<file path="src/rtl/ysyx_22041211_ifu_if.sv">
// AXI4-Lite-style read channel (AR + R) between the fetch unit and instruction memory.
// The fetch unit is the master; the memory side is the slave.
interface ysyx_22041211_ifu_if #(
  parameter int ADDR_LEN = 32,
  parameter int INST_LEN = 32
) ();
  logic [ADDR_LEN-1:0] araddr;
  logic                arvalid;
  logic                arready;
  logic [INST_LEN-1:0] rdata;
  logic [1:0]          rresp;
  logic                rvalid;
  logic                rready;

  modport master (
    output araddr, arvalid, rready,
    input  arready, rdata, rresp, rvalid
  );

  modport slave (
    input  araddr, arvalid, rready,
    output arready, rdata, rresp, rvalid
  );
endinterface

</file>
<file path="src/rtl/ysyx_22041211_ifu.sv">
// Instruction fetch unit: one single-beat read per pc, result handed to decode over valid/ready,
// and pc_wen pulses only once decode has accepted the instruction.
module ysyx_22041211_ifu #(
  parameter int ADDR_LEN = 32,
  parameter int INST_LEN = 32
) (
  input  logic                clk,
  input  logic                rst,
  input  logic [ADDR_LEN-1:0] pc,
  output logic                pc_wen,
  input  logic                flush,
  ysyx_22041211_ifu_if.master bus,
  output logic [INST_LEN-1:0] inst,
  output logic [ADDR_LEN-1:0] inst_pc,
  output logic [1:0]          inst_fault,
  output logic                inst_valid,
  input  logic                inst_ready
);

  typedef enum logic [1:0] {S_IDLE, S_AR, S_R, S_HOLD} state_e;

  localparam logic [1:0] FAULT_NONE  = 2'b00;
  localparam logic [1:0] FAULT_BUS   = 2'b01;
  localparam logic [1:0] FAULT_ALIGN = 2'b10;

  state_e              state_q, state_d;
  logic                kill_q, kill_d;
  logic                first_q, first_d;
  logic [ADDR_LEN-1:0] addr_q, addr_d;
  logic [INST_LEN-1:0] inst_q, inst_d;
  logic [1:0]          fault_q, fault_d;

  logic [ADDR_LEN-1:0] cur_addr;
  logic                misaligned;

  // The first AR cycle reads pc live, so a pc_wen load at the previous edge is already visible;
  // from then on the latched copy keeps araddr stable until arready.
  assign cur_addr   = first_q ? pc : addr_q;
  assign misaligned = |cur_addr[1:0];

  always_comb begin
    // NOTE: every _d starts from a hold/default value so no branch of the case can infer a latch.
    state_d = state_q;
    kill_d  = kill_q;
    first_d = 1'b0;
    addr_d  = cur_addr;
    inst_d  = inst_q;
    fault_d = fault_q;

    case (state_q)
      S_IDLE: begin
        state_d = S_AR;
        first_d = 1'b1;
      end

      S_AR: begin
        if (misaligned) begin
          // No bus request is made; a redirect simply resamples pc.
          if (flush) begin
            first_d = 1'b1;
          end else begin
            state_d = S_HOLD;
            inst_d  = '0;
            fault_d = FAULT_ALIGN;
          end
        end else begin
          if (flush) kill_d = 1'b1;
          if (bus.arready) state_d = S_R;
        end
      end

      S_R: begin
        if (bus.rvalid) begin
          if (kill_q || flush) begin
            kill_d  = 1'b0;
            state_d = S_AR;
            first_d = 1'b1;
          end else begin
            inst_d  = bus.rdata;
            fault_d = (bus.rresp != 2'b00) ? FAULT_BUS : FAULT_NONE;
            state_d = S_HOLD;
          end
        end else if (flush) begin
          kill_d = 1'b1;
        end
      end

      S_HOLD: begin
        if (flush || inst_ready) begin
          state_d = S_AR;
          first_d = 1'b1;
        end
      end

      default: state_d = S_IDLE;
    endcase
  end

  // NOTE: state registers use non-blocking assignments so every flop samples pre-edge values.
  always_ff @(posedge clk or negedge rst) begin
    if (!rst) begin
      state_q <= S_IDLE;
      kill_q  <= 1'b0;
      first_q <= 1'b0;
      addr_q  <= '0;
      inst_q  <= '0;
      fault_q <= FAULT_NONE;
    end else begin
      state_q <= state_d;
      kill_q  <= kill_d;
      first_q <= first_d;
      addr_q  <= addr_d;
      inst_q  <= inst_d;
      fault_q <= fault_d;
    end
  end

  assign bus.araddr  = cur_addr;
  assign bus.arvalid = (state_q == S_AR) && !misaligned;
  assign bus.rready  = (state_q == S_R);

  assign inst_valid = (state_q == S_HOLD);
  assign inst       = inst_q;
  assign inst_pc    = addr_q;
  assign inst_fault = fault_q;
  assign pc_wen     = inst_valid && inst_ready && !flush;

endmodule
</file>
<file path="src/flat_wrapper.sv">
// flat-port wrapper written by rule: the top's interface ports become plain ports
module ysyx_22041211_ifu_flat 
#(
  parameter int ADDR_LEN = 32,
  parameter int INST_LEN = 32
)
  (clk, rst, pc, pc_wen, flush, inst, inst_pc, inst_fault, inst_valid, inst_ready, bus_araddr, bus_arvalid, bus_rready, bus_arready, bus_rdata, bus_rresp, bus_rvalid);
  ysyx_22041211_ifu_if #(.ADDR_LEN(ADDR_LEN), .INST_LEN(INST_LEN)) bus_i ();
  input  logic clk;
  input  logic rst;
  input  logic [ADDR_LEN-1:0] pc;
  output logic pc_wen;
  input  logic flush;
  output logic [INST_LEN-1:0] inst;
  output logic [ADDR_LEN-1:0] inst_pc;
  output logic [1:0] inst_fault;
  output logic inst_valid;
  input  logic inst_ready;
  output wire logic [$bits(bus_i.araddr)-1:0] bus_araddr;
  output wire logic [$bits(bus_i.arvalid)-1:0] bus_arvalid;
  output wire logic [$bits(bus_i.rready)-1:0] bus_rready;
  input wire logic [$bits(bus_i.arready)-1:0] bus_arready;
  input wire logic [$bits(bus_i.rdata)-1:0] bus_rdata;
  input wire logic [$bits(bus_i.rresp)-1:0] bus_rresp;
  input wire logic [$bits(bus_i.rvalid)-1:0] bus_rvalid;
  assign bus_araddr = bus_i.araddr;
  assign bus_arvalid = bus_i.arvalid;
  assign bus_rready = bus_i.rready;
  assign bus_i.arready = bus_arready;
  assign bus_i.rdata = bus_rdata;
  assign bus_i.rresp = bus_rresp;
  assign bus_i.rvalid = bus_rvalid;
  ysyx_22041211_ifu #(.ADDR_LEN(ADDR_LEN), .INST_LEN(INST_LEN)) u_core (.clk(clk), .rst(rst), .pc(pc), .pc_wen(pc_wen), .flush(flush), .bus(bus_i), .inst(inst), .inst_pc(inst_pc), .inst_fault(inst_fault), .inst_valid(inst_valid), .inst_ready(inst_ready));
endmodule
</file>
<file path="config.mk">
export PLATFORM = sky130hd
export DESIGN_NAME = ysyx_22041211_ifu_flat
export DESIGN_NICKNAME = d
export VERILOG_FILES = /design/src/rtl/ysyx_22041211_ifu_if.sv /design/src/rtl/ysyx_22041211_ifu.sv /design/src/flat_wrapper.sv
export SDC_FILE = /design/constraint.sdc
export NUM_CORES = 1
export LEC_CHECK = 0
export BUFFER_PORTS_ARGS = -buffer_cell sky130_fd_sc_hd__buf_2
export CAP_MARGIN = 5
export CORE_MARGIN = 3
export CORE_UTILIZATION = 35
export DETAILED_ROUTE_END_ITERATION = 6
export GPL_TIMING_DRIVEN = 0
export PLACE_DENSITY = 0.69
export SLEW_MARGIN = 15
export SYNTH_ARGS = -nofsm -noshare
export SYNTH_HDL_FRONTEND = slang
export SYNTH_SLANG_ARGS = --single-unit
</file>
<file path="constraint.sdc">
create_clock -name clk -period 2.22 [get_ports clk]
set_input_delay 0.444 -clock clk [delete_from_list [all_inputs] [get_ports clk]]
set_output_delay 0.444 -clock clk [all_outputs]
set_load 0.02 [all_outputs]
</file>
==> flow_summary.ini <==
[yosys]
synth_top_area_frac = 0.601
synth_most_common_cell = dfrtp_1
synth_flop_cell = dfrtp_1
ys_seq_area_frac = 0.601
synthDistinctLibCells = 28
synth_common_cells = dfrtp_1 (70), mux2_2 (32), a22o_1 (21)
avgSynthCellArea_um2 = 13.3
synthTopCellsByArea = dfrtp_1 (60%), mux2_2 (12%), a22o_1 (6.3%), mux2i_1 (4.8%), ha_1 (2.6%)
yosysTopAreaCell = dfrtp_1
yosysWarnings = 0
synth_cells = 219
synth-seq-cells = 70
synth_edf_count = 0
synth_nets = 297
async_reset_ff_frac = 1.00
syn_area_um2 = 2920

[min_path]
hp-class = primary input to async pin

[place]
routabilityCongestion = 0.754
port_buffers = 172
dp_slack_ns = 0.0348
dpl.hpwl_um = 5650
place_area_um2 = 3930

[setup_path]
critPathCaptureType = primary output
path_common_cell = buf_6
crit_fanout = 7
critical_path_arrival_ns = 1.70
worstPathCellList = buf_6 > or3_4 > and2_4 > buf_6 > nor2_2 > buf_4
criticalPathCategory = flip-flop to primary output
crit_path_start_kind = flip-flop
crit_slowest_cell = dfrtp_1
cp.required_ns = 1.78
cp_slowest_stage_delay_ns = 0.37

[global_routing]
first_global_vias = 2446
grtUsageTotal = 0.159
overflow = 0
antenna_found_initial = 0
grt_pass1_wl_um = 12200
grt_max_degree = 37

[sta]
max_freq_mhz = 466
worst_slew_pin_slew_ns = 0.463
setup_viol = 0
fin_ws_ns = 0.0730
rsz0062_at_grt = no
final-hold-violation-count = 0
fin_crit_ns = 2.15
fin_setup_tns_ns = 0
final.setup_skew_ns = 0.00739
final_max_slew_viol_count = 0
slew_headroom = 0.691
fin_crit_sh = 0.967

[clock_network]
clock-sinks = 70
htreeDepth = 3
cts_made_buffers = 9
path_clk_slew_ns = 0.07
postCtsHoldBufs = 0
clk_path_buf_depth = 2
cts_tree = built
clockRootBuffer = clkbuf_8
clkLatencyLatePin_ns = 0.33

[floorplanning]
core_um2 = 7890
fp.dieW_um = 97.3
io_pins = 174
die_h_um = 97.3
initial_core_util = 0.370
num_rows = 32
dieArea_um2 = 9460

[status]
status = finished clean

[run]
drv_cap = 0

[route]
drc = 0
first_iter_violations = 60
ant_nets = 0
vias_per_cell = 4.69
num_vias = 2390
post_drt_wl_per_cell_um = 14.4
routed_wl_um = 7360
firstDrtPassIters = 4

[finish]
stdcell_area_um2 = 4140
final_net_count = 481
area_growth_pct = 42.0
num-fill-cells = 737
diodes = 0
drive_gt1_frac = 0.583
post-route-util = 0.525

[power]
total_power_mw = 6.17
cellPowerDensity_nw_per_um2 = 1490
leakage_nw = 2.26
peakVddDrop_mv = 0.775
==> repair_timing <==
action	CTS	global route
pin swaps	1	0
setup buffers	0	1
setup endpoints to repair	32	10
resized for setup	4	2
==> critical path: cells and delay by family (launching register included) <==
family	cells	cell delay (ns)
buffers and inverters	3	0.40
AND/OR/NAND/NOR	3	0.60
flip-flops	1	0.37
==> layer usage <==
metal / wire [µm] / global-route usage
met5: 0 / 0
met4: 121 / 0.0660
met3: 666 / 0.0524
met2: 3560 / 0.265
met1: 3020 / 0.190
==> cells in the final DEF, fill, tap and decap left out, types with 2 or more instances in the layout <==
master    netlist  final
buf_4           1      4
clkinv_2        0      3
buf_2           2    172
clkbuf_8        0     10
nand2b_1        2      2
dfrtp_1        70     70
clkbuf_2        0      3
a22o_1         21     21
inv_1          18     18
nor2_1          6      5
a31oi_1         3      3
mux2i_1        14     14
ha_1            6      5
mux2_2         32     32
a21oi_1         5      5
buf_6           2      2
o21ai_1         2      2
clkbuf_1        8      4
nand2_1        15     15
==> per-stage QoR <==
| stage | hold WS [ns] | instances |
|---|---|---|
| 2_1_floorplan | 0.148 | 219 |
| 3_3_place_gp | 0.486 | 493 |
| 3_5_place_dp | 0.424 | 494 |
| 4_1_cts | 0.0419 | 509 |
| 5_1_grt | 0.0650 | 510 |
| 6_report | 0.0480 | 510 |
==> flip-flops by register name (all words and copies together) (netlist names) <==
register,flops
u_core.inst,32
u_core.kill_q,1
u_core.inst_fault,2
u_core.first_q,1
u_core.inst_pc,32
u_core.state_q,2
==> layout make-up <==
type                       count  area, µm²  share of cell area
sequential                    70       1750               0.423
multi-input combinational    118       1030               0.249
timing repair buffer         174        893               0.216
clock buffer                  10        138              0.0332
tap                          102        128              0.0308
buffer                        12       70.1              0.0169
inverter                      18       67.6              0.0163
clock inverter                 6       61.3              0.0148
==> cells by family after synthesis <==
kind of cell | after synthesis | synth area share
mux | 47 | 0.177
flops | 70 | 0.601
compound gates | 36 | 0.101
buf+inv | 31 | 0.0472
fa+ha+maj | 6 | 0.0258
simple gates | 29 | 0.0481
==> power by group <==
group / total (mW) / internal [mW] / switching (mW)
sequential: 1.93 / 1.71 / 0.221
clock: 1.01 / 0.545 / 0.467
combinational: 3.23 / 1.25 / 1.98
==> worst paths after layout <==
| check | depth (start not counted) | to | start | slack (ns) |
|---|---|---|---|---|
| max in group asynchronous | 2 | u_core.inst[26] | rst | 1.63 |
| min reg2reg | 1 | u_core.inst[15] | u_core.inst[15] | 0.50 |
| min in group clk | 2 | u_core.inst[5] | bus_rdata[5] | 0.32 |
| max reg2reg | 7 | u_core.inst[18] | u_core.state_q[0] | 0.20 |
| min | 1 | u_core.inst[10] | rst | 0.05 |
| max | 6 | bus_arvalid | u_core.first_q | 0.07 |
(Power assumes the default switching activity.)
